## src/rtl/adex_pkg.sv

```systemverilog
// rtl/adex_pkg.sv - shared constants for the AdEx spike event reader
package adex_pkg;

    localparam int ISI_W_DEF        = 16;
    localparam int NEURON_SPIKE_BIT = 7;

    // Event word layout at the default ISI width, MSB first:
    // {first, sat, isi[ISI_W-1:0], w_snap[7:0]}
    localparam int EVT_W       = ISI_W_DEF + 10;
    localparam int EVT_FIRST   = EVT_W - 1;
    localparam int EVT_SAT     = EVT_W - 2;
    localparam int EVT_ISI_LSB = 8;
    localparam int EVT_W_LSB   = 0;

endpackage

```

## src/rtl/adex_event_fifo.sv

```systemverilog
// rtl/adex_event_fifo.sv - synchronous first-word-fall-through event FIFO
module adex_event_fifo
    import adex_pkg::*;
#(
    parameter int WIDTH = EVT_W,
    parameter int DEPTH = 8
) (
    input  logic             clk,
    input  logic             rst,
    input  logic             push,
    input  logic [WIDTH-1:0] din,
    output logic             full,
    input  logic             pop,
    output logic [WIDTH-1:0] dout,
    output logic             empty
);

    localparam int AW = $clog2(DEPTH);

    logic [WIDTH-1:0] mem_q [DEPTH];
    logic [AW-1:0]    wr_ptr_q, wr_ptr_d;
    logic [AW-1:0]    rd_ptr_q, rd_ptr_d;
    logic [AW:0]      count_q, count_d;
    logic             do_push, do_pop;

    // A push into a full FIFO is only taken when the head leaves in the same cycle.
    always_comb begin
        empty    = (count_q == '0);
        full     = (count_q == (AW+1)'(DEPTH));
        do_pop   = pop & ~empty;
        do_push  = push & (~full | do_pop);
        wr_ptr_d = do_push ? wr_ptr_q + 1'b1 : wr_ptr_q;
        rd_ptr_d = do_pop  ? rd_ptr_q + 1'b1 : rd_ptr_q;
        count_d  = count_q;
        if (do_push && !do_pop) begin
            count_d = count_q + 1'b1;
        end else if (do_pop && !do_push) begin
            count_d = count_q - 1'b1;
        end
        dout = mem_q[rd_ptr_q];
    end

    // Pointer and occupancy registers; depth is a power of two so pointers wrap freely.
    always_ff @(posedge clk) begin
        if (rst) begin
            wr_ptr_q <= '0;
            rd_ptr_q <= '0;
            count_q  <= '0;
        end else begin
            wr_ptr_q <= wr_ptr_d;
            rd_ptr_q <= rd_ptr_d;
            count_q  <= count_d;
        end
    end

    // Storage array; contents need no reset because empty masks them.
    always_ff @(posedge clk) begin
        if (do_push) begin
            mem_q[wr_ptr_q] <= din;
        end
    end

endmodule

```

## src/rtl/adex_spike_event_reader.sv

```systemverilog
// rtl/adex_spike_event_reader.sv - AdEx spike edge to timestamped event reader
module adex_spike_event_reader
    import adex_pkg::*;
#(
    parameter int ISI_W      = ISI_W_DEF,
    parameter int FIFO_DEPTH = 8
) (
    input  logic              clk,
    input  logic              rst,
    input  logic              en,
    input  logic [7:0]        neuron_out,
    input  logic [7:0]        neuron_w,
    output logic              evt_valid,
    input  logic              evt_ready,
    output logic [ISI_W+9:0]  evt_data,
    output logic [15:0]       spike_cnt,
    output logic [7:0]        drop_cnt,
    output logic              overflow,
    input  logic              clr_stat
);

    localparam int EW        = EVT_W - ISI_W_DEF + ISI_W;
    localparam int FIRST_BIT = EVT_FIRST - ISI_W_DEF + ISI_W;
    localparam int SAT_BIT   = EVT_SAT - ISI_W_DEF + ISI_W;
    localparam logic [ISI_W-1:0] ISI_MAX = '1;
    localparam logic [ISI_W-1:0] ISI_ONE = {{(ISI_W-1){1'b0}}, 1'b1};

    logic             s1_q, s2_q;
    logic [7:0]       w1_q;
    logic [ISI_W-1:0] isi_q, isi_d;
    logic             first_pend_q, first_pend_d;
    logic [15:0]      spike_cnt_q, spike_cnt_d;
    logic [7:0]       drop_cnt_q, drop_cnt_d;
    logic             overflow_q, overflow_d;

    logic             spike_edge, capture, pop, drop;
    logic             fifo_full, fifo_empty;
    logic [EW-1:0]    evt_word, fifo_dout;
    logic             vmem_unused;

    // vmem bits ride along on the bus but carry nothing the event needs.
    assign vmem_unused = ^neuron_out[6:0];

    // Input sampler; runs regardless of en so re-enabling never sees a stale edge.
    always_ff @(posedge clk) begin
        if (rst) begin
            s1_q <= 1'b0;
            s2_q <= 1'b0;
            w1_q <= '0;
        end else begin
            s1_q <= neuron_out[NEURON_SPIKE_BIT];
            s2_q <= s1_q;
            w1_q <= neuron_w;
        end
    end

    // Edge detect, ISI counting, event assembly and statistics next-state.
    always_comb begin
        spike_edge = s1_q & ~s2_q;
        capture    = spike_edge & en;
        pop        = ~fifo_empty & evt_ready;
        drop       = capture & fifo_full & ~pop;

        isi_d = isi_q;
        if (en) begin
            if (spike_edge) begin
                isi_d = ISI_ONE;
            end else if (isi_q != ISI_MAX) begin
                isi_d = isi_q + 1'b1;
            end
        end

        first_pend_d = capture ? 1'b0 : first_pend_q;

        evt_word                            = '0;
        evt_word[FIRST_BIT]                 = first_pend_q;
        evt_word[SAT_BIT]                   = (isi_q == ISI_MAX);
        evt_word[EVT_ISI_LSB +: ISI_W]      = isi_q;
        evt_word[EVT_W_LSB +: 8]            = w1_q;

        spike_cnt_d = capture ? spike_cnt_q + 16'd1 : spike_cnt_q;
        drop_cnt_d  = (drop && drop_cnt_q != 8'hFF) ? drop_cnt_q + 8'd1 : drop_cnt_q;
        overflow_d  = overflow_q | drop;
        if (clr_stat) begin
            spike_cnt_d = '0;
            drop_cnt_d  = '0;
            overflow_d  = 1'b0;
        end
    end

    // Counter and statistics registers.
    always_ff @(posedge clk) begin
        if (rst) begin
            isi_q        <= '0;
            first_pend_q <= 1'b1;
            spike_cnt_q  <= '0;
            drop_cnt_q   <= '0;
            overflow_q   <= 1'b0;
        end else begin
            isi_q        <= isi_d;
            first_pend_q <= first_pend_d;
            spike_cnt_q  <= spike_cnt_d;
            drop_cnt_q   <= drop_cnt_d;
            overflow_q   <= overflow_d;
        end
    end

    adex_event_fifo #(
        .WIDTH (EW),
        .DEPTH (FIFO_DEPTH)
    ) u_fifo (
        .clk   (clk),
        .rst   (rst),
        .push  (capture),
        .din   (evt_word),
        .full  (fifo_full),
        .pop   (pop),
        .dout  (fifo_dout),
        .empty (fifo_empty)
    );

    assign evt_valid = ~fifo_empty;
    assign evt_data  = fifo_empty ? '0 : fifo_dout;
    assign spike_cnt = spike_cnt_q;
    assign drop_cnt  = drop_cnt_q;
    assign overflow  = overflow_q;

endmodule

```

## config.mk

```make
export PLATFORM = sky130hd
export DESIGN_NAME = adex_spike_event_reader
export DESIGN_NICKNAME = d
export VERILOG_FILES = /design/src/rtl/adex_pkg.sv /design/src/rtl/adex_event_fifo.sv /design/src/rtl/adex_spike_event_reader.sv
export SDC_FILE = /design/constraint.sdc
export NUM_CORES = 1
export LEC_CHECK = 0
export CORE_AREA = 2 2 153 155
export CTS_CLUSTER_DIAMETER = 30
export DETAILED_ROUTE_END_ITERATION = 8
export DIE_AREA = 0 0 155 157
export PLACE_DENSITY = 0.74
export SETUP_SLACK_MARGIN = 0.05
export SLEW_MARGIN = 20
export SYNTH_ARGS = -nofsm -noshare
export SYNTH_HDL_FRONTEND = slang
export SYNTH_HIERARCHICAL = 1
export SYNTH_SLANG_ARGS = --single-unit
```

## constraint.sdc

```tcl
create_clock -name clk -period 4.5 [get_ports clk]
set_input_delay 1.35 -clock clk [delete_from_list [all_inputs] [get_ports clk]]
set_output_delay 1.35 -clock clk [all_outputs]
set_load 0.005 [all_outputs]
```

==> summary.md <==
| Metric | Value |
|---|---|
| DRT Wirelength | 24.1 mm |
| Place WS | 0.396 ns |
| Largest net degree at the start of global routing | 53 |
| Status | finished clean |
| Ports | 73 |
| Clock transition at the registers of the reported paths | 0.05 ns |
| Cell internal pwr | 0.00610 W |
| Syn_nets | 728 |
| CP Class | flip-flop to output pin |
| Synth warn | 6 |
| Sw Ratio | 24.1% |
| Synth top area share | 55.7% |
| TritonCTS buffer count | 50 |
| Flops & latches, synth | 273 |
| Slew headroom | 58.5% |
| Synth unique cells | 63 |
| Die W | 155 um |
| CORE AREA | 22500 um2 |
| H-Tree Depth | 2 |
| Final setup vio count | 0 |
| Final hold slack | 0.485 ns |
| Cell area after layout | 14000 um2 |
| Hold Buf Count CTS | 0 |
| Layout cells sized above 1 | 25.1% |
| Worst-margin pin slew | 0.622 ns |
| Global Route Usage Sum | 20.3% |
| CTS sink cnt | 273 |
| Max-cap violations | 0 |
| GP Congestion | 0.880 |
| Initial Utilization | 49.8% |
| Clock Skew | 0.0120 ns |
| Final TNS setup | 0 ns |
| Vias in the first global route | 6865 |
| Ant diodes | 0 |
| CP endpoint kind | output pin |
| Placement Rows | 55 |
| Post-DP HPWL | 13.1 mm |
| TritonCTS clock tree | built |
| Maximum VDD drop | 324 uV |
| Most common cell after layout, fill and taps aside | edfxtp_1 |
| WP data arrival | 2.82 ns |
| Seq/Total Area, Yosys | 67.3% |
| Hold Crit Class | flip-flop to flip-flop |
| Routed len/inst | 21.4 um |
| Dpl cells | 1028 |
| Main synth FF type | edfxtp_1 |
| Area Overhead vs Synth | 24.8% |
| Root Buffer | clkbuf_16 |
| DR DRC count | 0 |
| Minimum clock period | 4.17 ns |
| Synth top area cells | edfxtp_1, dfxtp_1, mux4_2 |
| Ratio of final minimum period to clock period | 92.8% |
| Die area | 24300 um2 |
| CTS Buffer Depth | 3 |
| Required time of the worst setup path | 3.15 ns |
| Crit start category | flip-flop |
| Clock share of power | 48.2% |
| Via count | 6595 |
| Comb pwr share | 16.5% |
| Crit path max fanout | 12 |
| Asr flop ratio synth | 0% |
| Mean Syn Cell Area | 16.1 um2 |
| Mapped Cells | 698 |
| Antenna violations before repair | 0 |
| Lkg Pwr | 4.68 nW |
| Final Slew Violations | 0 |
| Drt via density | 5.87 |
| Worst setup slack after layout | 0.326 ns |
| ANT nets after route | 0 |
| Sw power | 0.00193 W |
| Number of buffers added on ports | 65 |
| Pwr dens | 574 nW/um2 |
| Detailed Route Iter0 Violations | 573 |
| Final Net Count | 826 |
| Max Clk Rate | 240 MHz |
| Fin cells | 1123 |
| Sequential Power Share | 35.3% |
| Largest area contributor in the netlist | edfxtp_1 |
| Final Hold Viols | 0 |
| Number of synthesized flops with an enable pin | 208 |
| Post-DP Area | 12200 um2 |
| Mapped cell area | 11200 um2 |
| First-pass GRT wire length | 38.2 mm |
| Latest clock arrival within the worst-skew pair | 0.54 ns |
| Most frequent cells in the layout | edfxtp_1, clkdlybuf4s50_1, dfxtp_1 |
| Initial DRT Pass Iterations | 5 |
| Unrepaired setup endpoints after global routing | no |
| GRT overflow | 0 |
| Die Ht | 157 um |
[sequential cells by signal, summed over array words and instances (netlist names), named ones only]
signal           cells
u_fifo/rd_ptr_q      3
spike_cnt           16
drop_cnt             8
w1_q                 8
u_fifo/mem_q       208
first_pend_q         1
u_fifo/count_q       4
u_fifo/wr_ptr_q      3
isi_q               16
s1_q                 1
s2_q                 1
overflow             1
[routing by layer]
layer / vias up / track usage (%) / wire (um)
met4: 0 / 6.04 / 388
met5: - / 0 / 0
li1: 2973 / - / -
met2: 228 / 34.4 / 12100
met1: 3359 / 26.7 / 10100
met3: 35 / 4.21 / 1400
[logic make-up (layout without fill, tap and decap cells)]
group	count (synthesis)	in the layout	share of synthesized area, %
flops	273	273	67.3
simple gates	201	201	10.1
mux	82	82	13.4
compound gates	68	68	4.43
buf+inv	50	190	2.47
xor+xnor	15	15	1.17
fa+ha+maj	9	9	1.07
[worst paths after layout]
kind / to / from / depth (start not counted) / slack [ns]
max: evt_data[5] / flip-flop / 5 / 0.33
min: overflow / overflow / 2 / 0.49
max reg2reg: u_fifo/count_q[3] / u_fifo/count_q[1] / 12 / 1.37
min reg2reg: overflow / overflow / 2 / 0.49
[synthesized netlist by cell type (11+ instances only)]
cell type	count
mux2_2	28
nor2_1	36
nand4_1	16
inv_1	11
or4_1	12
edfxtp_1	208
nand2_1	32
dfxtp_1	65
nor2b_1	37
nor3_1	11
clkbuf_1	20
a21oi_1	19
nand3_1	17
mux4_2	52
[final cells by class]
type / instances / area, um2
fill: 1585 / 8510
sequential: 273 / 7550
multi-input combinational: 375 / 3440
clock buffer: 55 / 1290
timing repair buffer: 82 / 811
clock inverter: 39 / 484
tap: 285 / 357
inverter: 14 / 57.6
[what timing repair did]
action | in CTS | in global routing
buffers inserted | 0 | 1
hold endpoints to repair | 0 | 0
setup endpoints to repair | 0 | 1
gates resized for setup | 0 | 0
[stage by stage]
stage / utilization [%] / total power (W)
3_5_place_dp: 54.2 / 0.00420
5_1_grt: 62.2 / 0.00832
3_3_place_gp: 54.2 / 0.00416
2_1_floorplan: - / 0.00362
6_report: 62.2 / 0.00803
4_1_cts: 62.1 / 0.00810
[power by group through the flow]
stage / clock network (W) / logic (W) / registers, W
global route: 0.00404 / 0.00143 / 0.00285
CTS: 0.00393 / 0.00132 / 0.00286
floorplan: 0 / 0.000784 / 0.00283
finish: 0.00387 / 0.00133 / 0.00284
detailed placement: 0 / 0.00129 / 0.00290
global placement: 0 / 0.00127 / 0.00290
[critical path: stages, from the launching register on]
cell and delay, ns:
dfxtp_4 0.52, buf_4 0.32, mux4_2 0.57, mux2_2 0.28, nor2b_1 0.13, clkdlybuf4s50_1 0.45
(Power assumes the default switching activity.)
